$ cat config.mk
export PLATFORM = sky130hd
export DESIGN_NAME = ahb_lite_master
export DESIGN_NICKNAME = d
export VERILOG_FILES = /design/src/rtl/ahb_lite_master.sv
export SDC_FILE = /design/constraint.sdc
export NUM_CORES = 1
export LEC_CHECK = 0
export BUFFER_PORTS_ARGS = -buffer_cell sky130_fd_sc_hd__buf_2
export CAP_MARGIN = 20
export CORE_UTILIZATION = 54
export CTS_CLUSTER_DIAMETER = 200
export DETAILED_ROUTE_END_ITERATION = 6
export PLACE_DENSITY = 0.92
export SETUP_SLACK_MARGIN = 0.3
export SLEW_MARGIN = 20
export SYNTH_ARGS = -nofsm -noshare
export SYNTH_HDL_FRONTEND = slang
export SYNTH_SLANG_ARGS = --single-unit
$ cat constraint.sdc
create_clock -name HCLK -period 7.2 [get_ports HCLK]
set_clock_uncertainty 0.05 [all_clocks]
set_input_delay 2.16 -clock HCLK [delete_from_list [all_inputs] [get_ports HCLK]]
set_output_delay 2.16 -clock HCLK [all_outputs]
set_load 0.1 [all_outputs]
$ cat src/rtl/ahb_lite_master.sv
// ahb_lite_master: AHB-Lite initiator driving single and INCR/WRAP bursts from a valid/ready command port
module ahb_lite_master #(
  parameter int ADDR_W = 32,
  parameter int DATA_W = 32
) (
  input  logic              HCLK,
  input  logic              HRESET,
  input  logic              cmd_valid,
  output logic              cmd_ready,
  input  logic [ADDR_W-1:0] cmd_addr,
  input  logic              cmd_write,
  input  logic [2:0]        cmd_size,
  input  logic [2:0]        cmd_burst,
  input  logic [DATA_W-1:0] wr_data,
  output logic              wr_pop,
  output logic              rd_valid,
  output logic [DATA_W-1:0] rd_data,
  output logic              done,
  output logic              err,
  output logic [ADDR_W-1:0] HADDR,
  output logic [1:0]        HTRANS,
  output logic              HWRITE,
  output logic [2:0]        HSIZE,
  output logic [2:0]        HBURST,
  output logic [3:0]        HPROT,
  output logic              HMASTLOCK,
  output logic [DATA_W-1:0] HWDATA,
  input  logic [DATA_W-1:0] HRDATA,
  input  logic              HREADY,
  input  logic              HRESP
);
  localparam logic [2:0] MAX_SIZE = 3'($clog2(DATA_W / 8));
  typedef enum logic [1:0] {IDLE, ADDR, LAST, ERR} state_t;
  state_t state, state_nx;
  logic dp, dp_write, accept, addr_acc, err_hit, rd_beat;
  logic [4:0] rem, beats_c;
  logic [2:0] size_c;
  logic [ADDR_W-1:0] step, span, mask, addr_nx;
  assign cmd_ready = state == IDLE;
  assign accept = cmd_valid && cmd_ready;
  assign addr_acc = HTRANS[1] && HREADY;
  assign wr_pop = addr_acc && HWRITE;
  assign err_hit = (state == ADDR || state == LAST) && dp && HRESP && !HREADY;
  assign rd_beat = dp && !dp_write && HREADY && !HRESP;
  assign HPROT = 4'b0011;
  assign HMASTLOCK = 1'b0;
  assign size_c = cmd_size > MAX_SIZE ? MAX_SIZE : cmd_size;
  assign beats_c = cmd_burst[2:1] == 2'd0 ? 5'd1 : 5'd2 << cmd_burst[2:1];
  assign step = ADDR_W'(1) << HSIZE;
  assign span = (HBURST[2:1] == 2'd0 ? ADDR_W'(1) : ADDR_W'(2) << HBURST[2:1]) << HSIZE;
  assign mask = span - ADDR_W'(1);
  assign addr_nx = HBURST[0] ? HADDR + step : (HADDR & ~mask) | ((HADDR + step) & mask);
  always_comb begin
    state_nx = state;
    case (state)
      IDLE: state_nx = accept ? (cmd_burst[2:1] == 2'd0 ? LAST : ADDR) : IDLE;
      ADDR: state_nx = err_hit ? ERR : addr_acc && rem == 5'd1 ? LAST : ADDR;
      LAST: state_nx = err_hit ? ERR : HREADY && !HTRANS[1] ? IDLE : LAST;
      ERR:  state_nx = HREADY ? IDLE : ERR;
      default: state_nx = IDLE;
    endcase
  end
  always_ff @(posedge HCLK or posedge HRESET)
    if (HRESET) state <= IDLE;
    else state <= state_nx;
  always_ff @(posedge HCLK or posedge HRESET)
    if (HRESET) begin
      HADDR <= '0;
      HTRANS <= 2'b00;
      HWRITE <= 1'b0;
      HSIZE <= 3'd0;
      HBURST <= 3'd0;
      HWDATA <= '0;
      rd_data <= '0;
      rd_valid <= 1'b0;
      done <= 1'b0;
      err <= 1'b0;
      dp <= 1'b0;
      dp_write <= 1'b0;
      rem <= 5'd0;
    end else begin
      rd_valid <= rd_beat;
      done <= state == LAST && HREADY && !HTRANS[1];
      err <= state == ERR && HREADY;
      if (rd_beat) rd_data <= HRDATA;
      if (accept) begin
        HADDR <= cmd_addr & ~((ADDR_W'(1) << size_c) - ADDR_W'(1));
        HTRANS <= 2'b10;
        HWRITE <= cmd_write;
        HSIZE <= size_c;
        HBURST <= cmd_burst == 3'b001 ? 3'b000 : cmd_burst;
        rem <= beats_c;
      end else if (err_hit) HTRANS <= 2'b00;
      else if (HREADY) begin
        dp <= HTRANS[1];
        if (addr_acc) begin
          dp_write <= HWRITE;
          if (HWRITE) HWDATA <= wr_data;
          rem <= rem - 5'd1;
          HTRANS <= rem == 5'd1 ? 2'b00 : 2'b11;
          if (rem != 5'd1) HADDR <= addr_nx;
        end
      end
    end
endmodule
==> results of run 1 <==
## cell usage after synthesis (3+ instances only)
master	count	area share (%)
buf_2	12	0.97
nand2b_1	6	0.61
o21ai_1	17	1.4
nand3_1	20	1.6
o211ai_1	11	1.3
nor2_1	37	2.3
inv_1	17	1.0
clkbuf_1	14	0.85
dfrtp_1	117	47
nor3_1	8	0.65
o2111ai_1	3	0.43
nor4_1	7	0.71
mux2i_1	3	0.49
buf_4	5	0.61
nand4_1	5	0.51
a221oi_1	3	0.43
and4_1	3	0.43
and2_1	8	0.81
xor2_1	10	1.4
and3_1	7	0.71
a21oi_1	22	1.8
o21ai_0	28	2.3
buf_1	5	0.30
a211oi_1	5	0.61
xnor2_1	20	2.8
nand2_1	56	3.4
ha_1	16	3.2
or2_2	3	0.30
nor2b_1	5	0.51
mux2_1	3	0.55
mux2_2	61	11
a31oi_1	3	0.30
or3_1	3	0.30
## cells by family (layout without fill, tap and decap cells)
| group | Yosys count | after routing | share of synthesized area, % |
|---|---|---|---|
| muxes | 67 | 67 | 12.16 |
| adders and majority gates | 17 | 17 | 3.568 |
| DFF | 117 | 117 | 47.44 |
| buffers and inverters | 54 | 272 | 3.831 |
| xor gates and xnor gates | 30 | 30 | 4.257 |
| and+or+nand+nor | 184 | 184 | 15.51 |
| AOI/OAI and AO/OA | 122 | 122 | 13.12 |
| other | 2 | 6 | 0.1217 |
## area by class of cell
type / count / area, um2
multi-input cells: 425 / 3029
fillers: 805 / 3009
flip-flops and latches: 117 / 2928
repair buffers: 222 / 1124
clock buffers: 19 / 452.9
clock inverters: 13 / 192.7
well taps: 140 / 175.2
inverters: 18 / 70.07
diodes: 1 / 2.502
## worst max-delay path by stage
stage	start	to	slack (ns)	cells past startpoint
6_report	HREADY	wr_pop	2.04	3
5_1_grt	HREADY	wr_pop	2.02	3
4_1_cts	HREADY	wr_pop	2.05	3
3_5_place_dp	HREADY	wr_pop	2.05	3
3_3_place_gp	HREADY	wr_pop	2.07	3
2_1_floorplan	HRESET	HADDR[7]	1.89	1
## stage by stage
step / std cells / util, % / hold slack (ns) / setup slack [ns]
2_1_floorplan: 596 / - / 0.4382 / 1.889
3_3_place_gp: 922 / 66.70 / 0.4140 / 2.074
3_5_place_dp: 922 / 66.70 / 0.4238 / 2.053
4_1_cts: 954 / 72.58 / 0.4364 / 2.047
5_1_grt: 955 / 72.60 / 0.4604 / 2.025
6_report: 955 / 72.60 / 0.4344 / 2.039
## per-layer routing
metal	GRT usage, %	vias to the layer above	routed length, um
met4	11.29	0	409
met2	50.49	250	8762
met3	9.743	37	1267
li1	-	2520	-
met1	34.22	2633	6407
met5	0	-	0
## critical path, cell delays in order
cell and delay [ns]:
buf_2 0.17, and3_1 0.19, buf_2 0.43
==> reports/qor.txt, run 1 <==
status -> complete, no violations
Die H -> 108.9 um
Worst-Skew Late Latency -> 0.41 ns
setup_tns -> 0 ns
Worst Max-Slew Pin Slew -> 0.8139 ns
Die ar. -> 0.01186 mm2
1st-iter DRT viols -> 402
most common cell after layout, fill and taps aside -> buf_2
cell count of the worst hold path -> 1
number of global-route vias before repair -> 5428
postcts setup bufs -> 0
drt pass-1 iters -> 5
drt via density -> 5.696
R2R Path Start -> HSIZE[2]
Hold Crit Class -> flip-flop to flip-flop
ys flop type -> dfrtp_1
CTS root buffer -> clkbuf_16
row count -> 38
Layout Cell Area excl Fill -> 0.007974 mm2
worst r2r path cells -> 9
slew margin rel. -> 45.38%
Final Slew Violations -> 0
area delta synth->final -> 29.19%
initial antenna violation count -> 1
cells resized by post-CTS repair -> 0
hold_sp -> rd_data[16]
Crit Path Class -> input port to primary output
Netlist cell types -> 69
R2R Setup Slk -> 3.96 ns
final hold vios -> 0
crit end category -> primary output
most frequent cells in the layout -> buf_2 (217), dfrtp_1 (117), mux2_2 (61)
crit path DAT -> 2.95 ns
Fmax achieved -> 193.7 MHz
Clock Tree Buf Depth -> 2
RSZ-0062 raised after global routing -> no
layout cells sized above 1 -> 41.15%
Mean Syn Cell Area -> 10.41 um2
DP HPWL -> 11740 um
cts hold-fix bufs -> 0
Mapped Area -> 0.006172 mm2
pin count of the biggest net entering global routing -> 62
Worst Hold Endpoint -> rd_data[16]
Post-synth EDFFs -> 0
post-synthesis instance total -> 593
IO Pins -> 223
dpl cell area -> 0.007326 mm2
Starting Density -> 56.20%
gr ovfl total -> 0
Final Cycle Share -> 71.69%
post-DR wirelength/cell -> 17.64 um
final net count -> 926
Yosys reg bits -> 117
post-synthesis sequential area ratio -> 47.44%
Placer Congestion -> 0.8873
DR vias -> 5440
Clock Sinks -> 117
die outline width -> 108.9 um
synth warn -> 0
Crit Path Max Fanout -> 8
startpoint types -> input port
Num CTS Buffers -> 17
Synth async-reset ratio -> 100.0%
H-tree lvl count -> 4
setup violators final -> 0
Worst-path clk slew -> 0.05 ns
IO Port Bufs -> 217
first-pass GRT wire length -> 26570 um
WL final -> 16850 um
Max Cap Viol -> 0
Crit path required time -> 4.99 ns
CTS tree -> done
drc violations -> 0
Tot GR Track Use -> 29.53%
min Tclk post-route -> 5.161 ns
remaining antenna violation count -> 0
core area -> 0.01098 mm2
Power of run 1 is not shown: default switching activity piles up to over one toggle a cycle in this logic, so the estimate is an artifact.
==> run 2: changes to the inputs <==
--- a/config.mk
+++ b/config.mk
@@ -7,10 +7,10 @@
 export LEC_CHECK = 0
 export BUFFER_PORTS_ARGS = -buffer_cell sky130_fd_sc_hd__buf_2
 export CAP_MARGIN = 20
-export CORE_UTILIZATION = 54
+export CORE_UTILIZATION = 50
 export CTS_CLUSTER_DIAMETER = 200
 export DETAILED_ROUTE_END_ITERATION = 6
-export PLACE_DENSITY = 0.92
+export PLACE_DENSITY = 0.86
 export SETUP_SLACK_MARGIN = 0.3
 export SLEW_MARGIN = 20
 export SYNTH_ARGS = -nofsm -noshare
==> constraint.sdc (replaced) <==
create_clock -name HCLK -period 5.05 [get_ports HCLK]
set_clock_uncertainty 0.05 [all_clocks]
set_input_delay 1.515 -clock HCLK [delete_from_list [all_inputs] [get_ports HCLK]]
set_output_delay 1.515 -clock HCLK [all_outputs]
set_load 0.1 [all_outputs]
==> run 2 against run 1 <==
  * The flow now finishes with violations (DRC)
  * Final cell count grew 0.73%
  * Non-clock buffer count grew 1
  * Critical path depth is the same
  * First-iteration DRC count shrank 8.7%
  * Critical endpoint unchanged
  * Largest cell class unchanged
  * Highest routed layer unchanged
==> reports/qor.txt, run 2 (synthesis results as in run 1) <==
status -> finished, violations left (was complete, no violations)
violated checks -> DRC
startpoint types -> input port (unchanged)
IO Pins -> 223 (unchanged)
first-pass GRT wire length -> 26040 um (was 26570 um)
pin count of the biggest net entering global routing -> 64 (was 62)
Starting Density -> 51.39% (was 56.20%)
Worst-Skew Late Latency -> 0.42 ns (was 0.41 ns)
Hold Crit Class -> flip-flop to flip-flop (unchanged)
Crit Path Max Fanout -> 8 (unchanged)
drt via density -> 5.605 (was 5.696)
WL final -> 16260 um (was 16850 um)
H-tree lvl count -> 4 (unchanged)
CTS root buffer -> clkbuf_16 (unchanged)
crit path DAT -> 2.29 ns (was 2.95 ns)
drc violations -> 2 (was 0)
Crit Path Class -> input port to primary output (unchanged)
min Tclk post-route -> 3.856 ns
Worst-path clk slew -> 0.05 ns (about the same)
Final Slew Violations -> 0 (unchanged)
Final Cycle Share -> 76.36%
1st-iter DRT viols -> 367 (was 402)
row count -> 40 (was 38)
Tot GR Track Use -> 26.32% (was 29.53%)
cts hold-fix bufs -> 0 (unchanged)
most frequent cells in the layout -> buf_2 (217), dfrtp_1 (117), mux2_2 (61) (unchanged)
layout cells sized above 1 -> 41.23% (was 41.15%)
Worst Max-Slew Pin Slew -> 0.8261 ns (was 0.8139 ns)
number of global-route vias before repair -> 5314 (was 5428)
dpl cell area -> 0.007342 mm2 (was 0.007326 mm2)
Placer Congestion -> 0.9196 (was 0.8873)
crit end category -> primary output (unchanged)
fill count -> 952 (was 805)
CTS tree -> done (unchanged)
Max Cap Viol -> 0 (unchanged)
DR vias -> 5392 (was 5440)
post-DR wirelength/cell -> 16.90 um (was 17.64 um)
setup_tns -> 0 ns (unchanged)
cells resized by post-CTS repair -> 0 (unchanged)
Die H -> 113.1 um (was 108.9 um)
# diodes -> 0 (was 1)
gr ovfl total -> 0 (unchanged)
die outline width -> 113.1 um (was 108.9 um)
IO Port Bufs -> 217 (unchanged)
core area -> 0.01201 mm2 (was 0.01098 mm2)
slew margin rel. -> 44.93% (was 45.38%)
final cell count without fillers -> 962 (was 955)
most common cell after layout, fill and taps aside -> buf_2 (unchanged)
Layout Cell Area excl Fill -> 0.007958 mm2 (was 0.007974 mm2)
area delta synth->final -> 28.93% (was 29.19%)
Fmax achieved -> 259.3 MHz
DP HPWL -> 11680 um (was 11740 um)
initial antenna violation count -> 0 (was 1)
Clock Tree Buf Depth -> 2 (unchanged)
drt pass-1 iters -> 7 (was 5)
final net count -> 927 (was 926)
RSZ-0062 raised after global routing -> no (unchanged)
setup violators final -> 0 (unchanged)
Crit path required time -> 3.49 ns (was 4.99 ns)
remaining antenna violation count -> 0 (unchanged)
Clock Sinks -> 117 (unchanged)
Die ar. -> 0.01279 mm2 (was 0.01186 mm2)
final hold vios -> 0 (unchanged)
postcts setup bufs -> 0 (unchanged)
Num CTS Buffers -> 17 (unchanged)
Placed Cells -> 930 (was 922)
[run 2: cell count changes in the layout (fill, tap and decap cells not counted), moves of 2 or more]
cell,change
clkinvlp_4,+2
clkbuf_8,+3
bufinv_16,-2
inv_6,-5
clkinv_4,+2
[run 2: worst paths after layout]
| path | endpoint | start | slack [ns] | depth (start not counted) |
|---|---|---|---|---|
| setup / recovery | wr_pop | HREADY | 1.19 | 3 |
| hold / removal | rd_data[15] | rd_data[15] | 0.44 | 1 |
| setup reg to reg | flip-flop | HSIZE[2] | 1.84 | 9 |
| hold reg to reg | rd_data[15] | rd_data[15] | 0.44 | 1 |
| max in group asynchronous | asynchronous set/reset pin | HRESET | 2.81 | 3 |
| min in group asynchronous | HWDATA[17] | HRESET | 1.19 | 2 |
[run 2: per-stage QoR]
| step | worst slack, ns | utilization, % | hold WS, ns |
|---|---|---|---|
| 6_report | 1.194 | 66.25 | 0.4411 |
| 5_1_grt | 1.170 | 66.25 | 0.4692 |
| 4_1_cts | 1.196 | 66.25 | 0.4394 |
| 3_5_place_dp | 1.205 | 61.12 | 0.4274 |
| 3_3_place_gp | 1.215 | 61.12 | 0.4180 |
| 2_1_floorplan | 0.3842 | - | 0.4382 |
[run 2: critical path: stages]
cell and delay (ns):
buf_2 0.17, and3_1 0.18, buf_2 0.42
[run 2: per-layer routing]
metal | vias to the layer above | global-route usage, % | wire (um)
met5 | - | 0 | 0
met4 | 0 | 11.75 | 385
met3 | 27 | 6.320 | 1159
met2 | 250 | 46.09 | 8192
met1 | 2583 | 30.67 | 6520
li1 | 2532 | - | -
[run 2: layout make-up]
class,count,area [um2],share of cell area [%]
well taps,147,183.9,2.311
multi-input cells,425,3029,38.07
repair buffers,223,1131,14.21
flip-flops and latches,117,2928,36.79
clock buffers,22,494.2,6.211
clock inverters,10,121.4,1.525
inverters,18,70.07,0.8805
Power of run 2 is left out for the same reason.
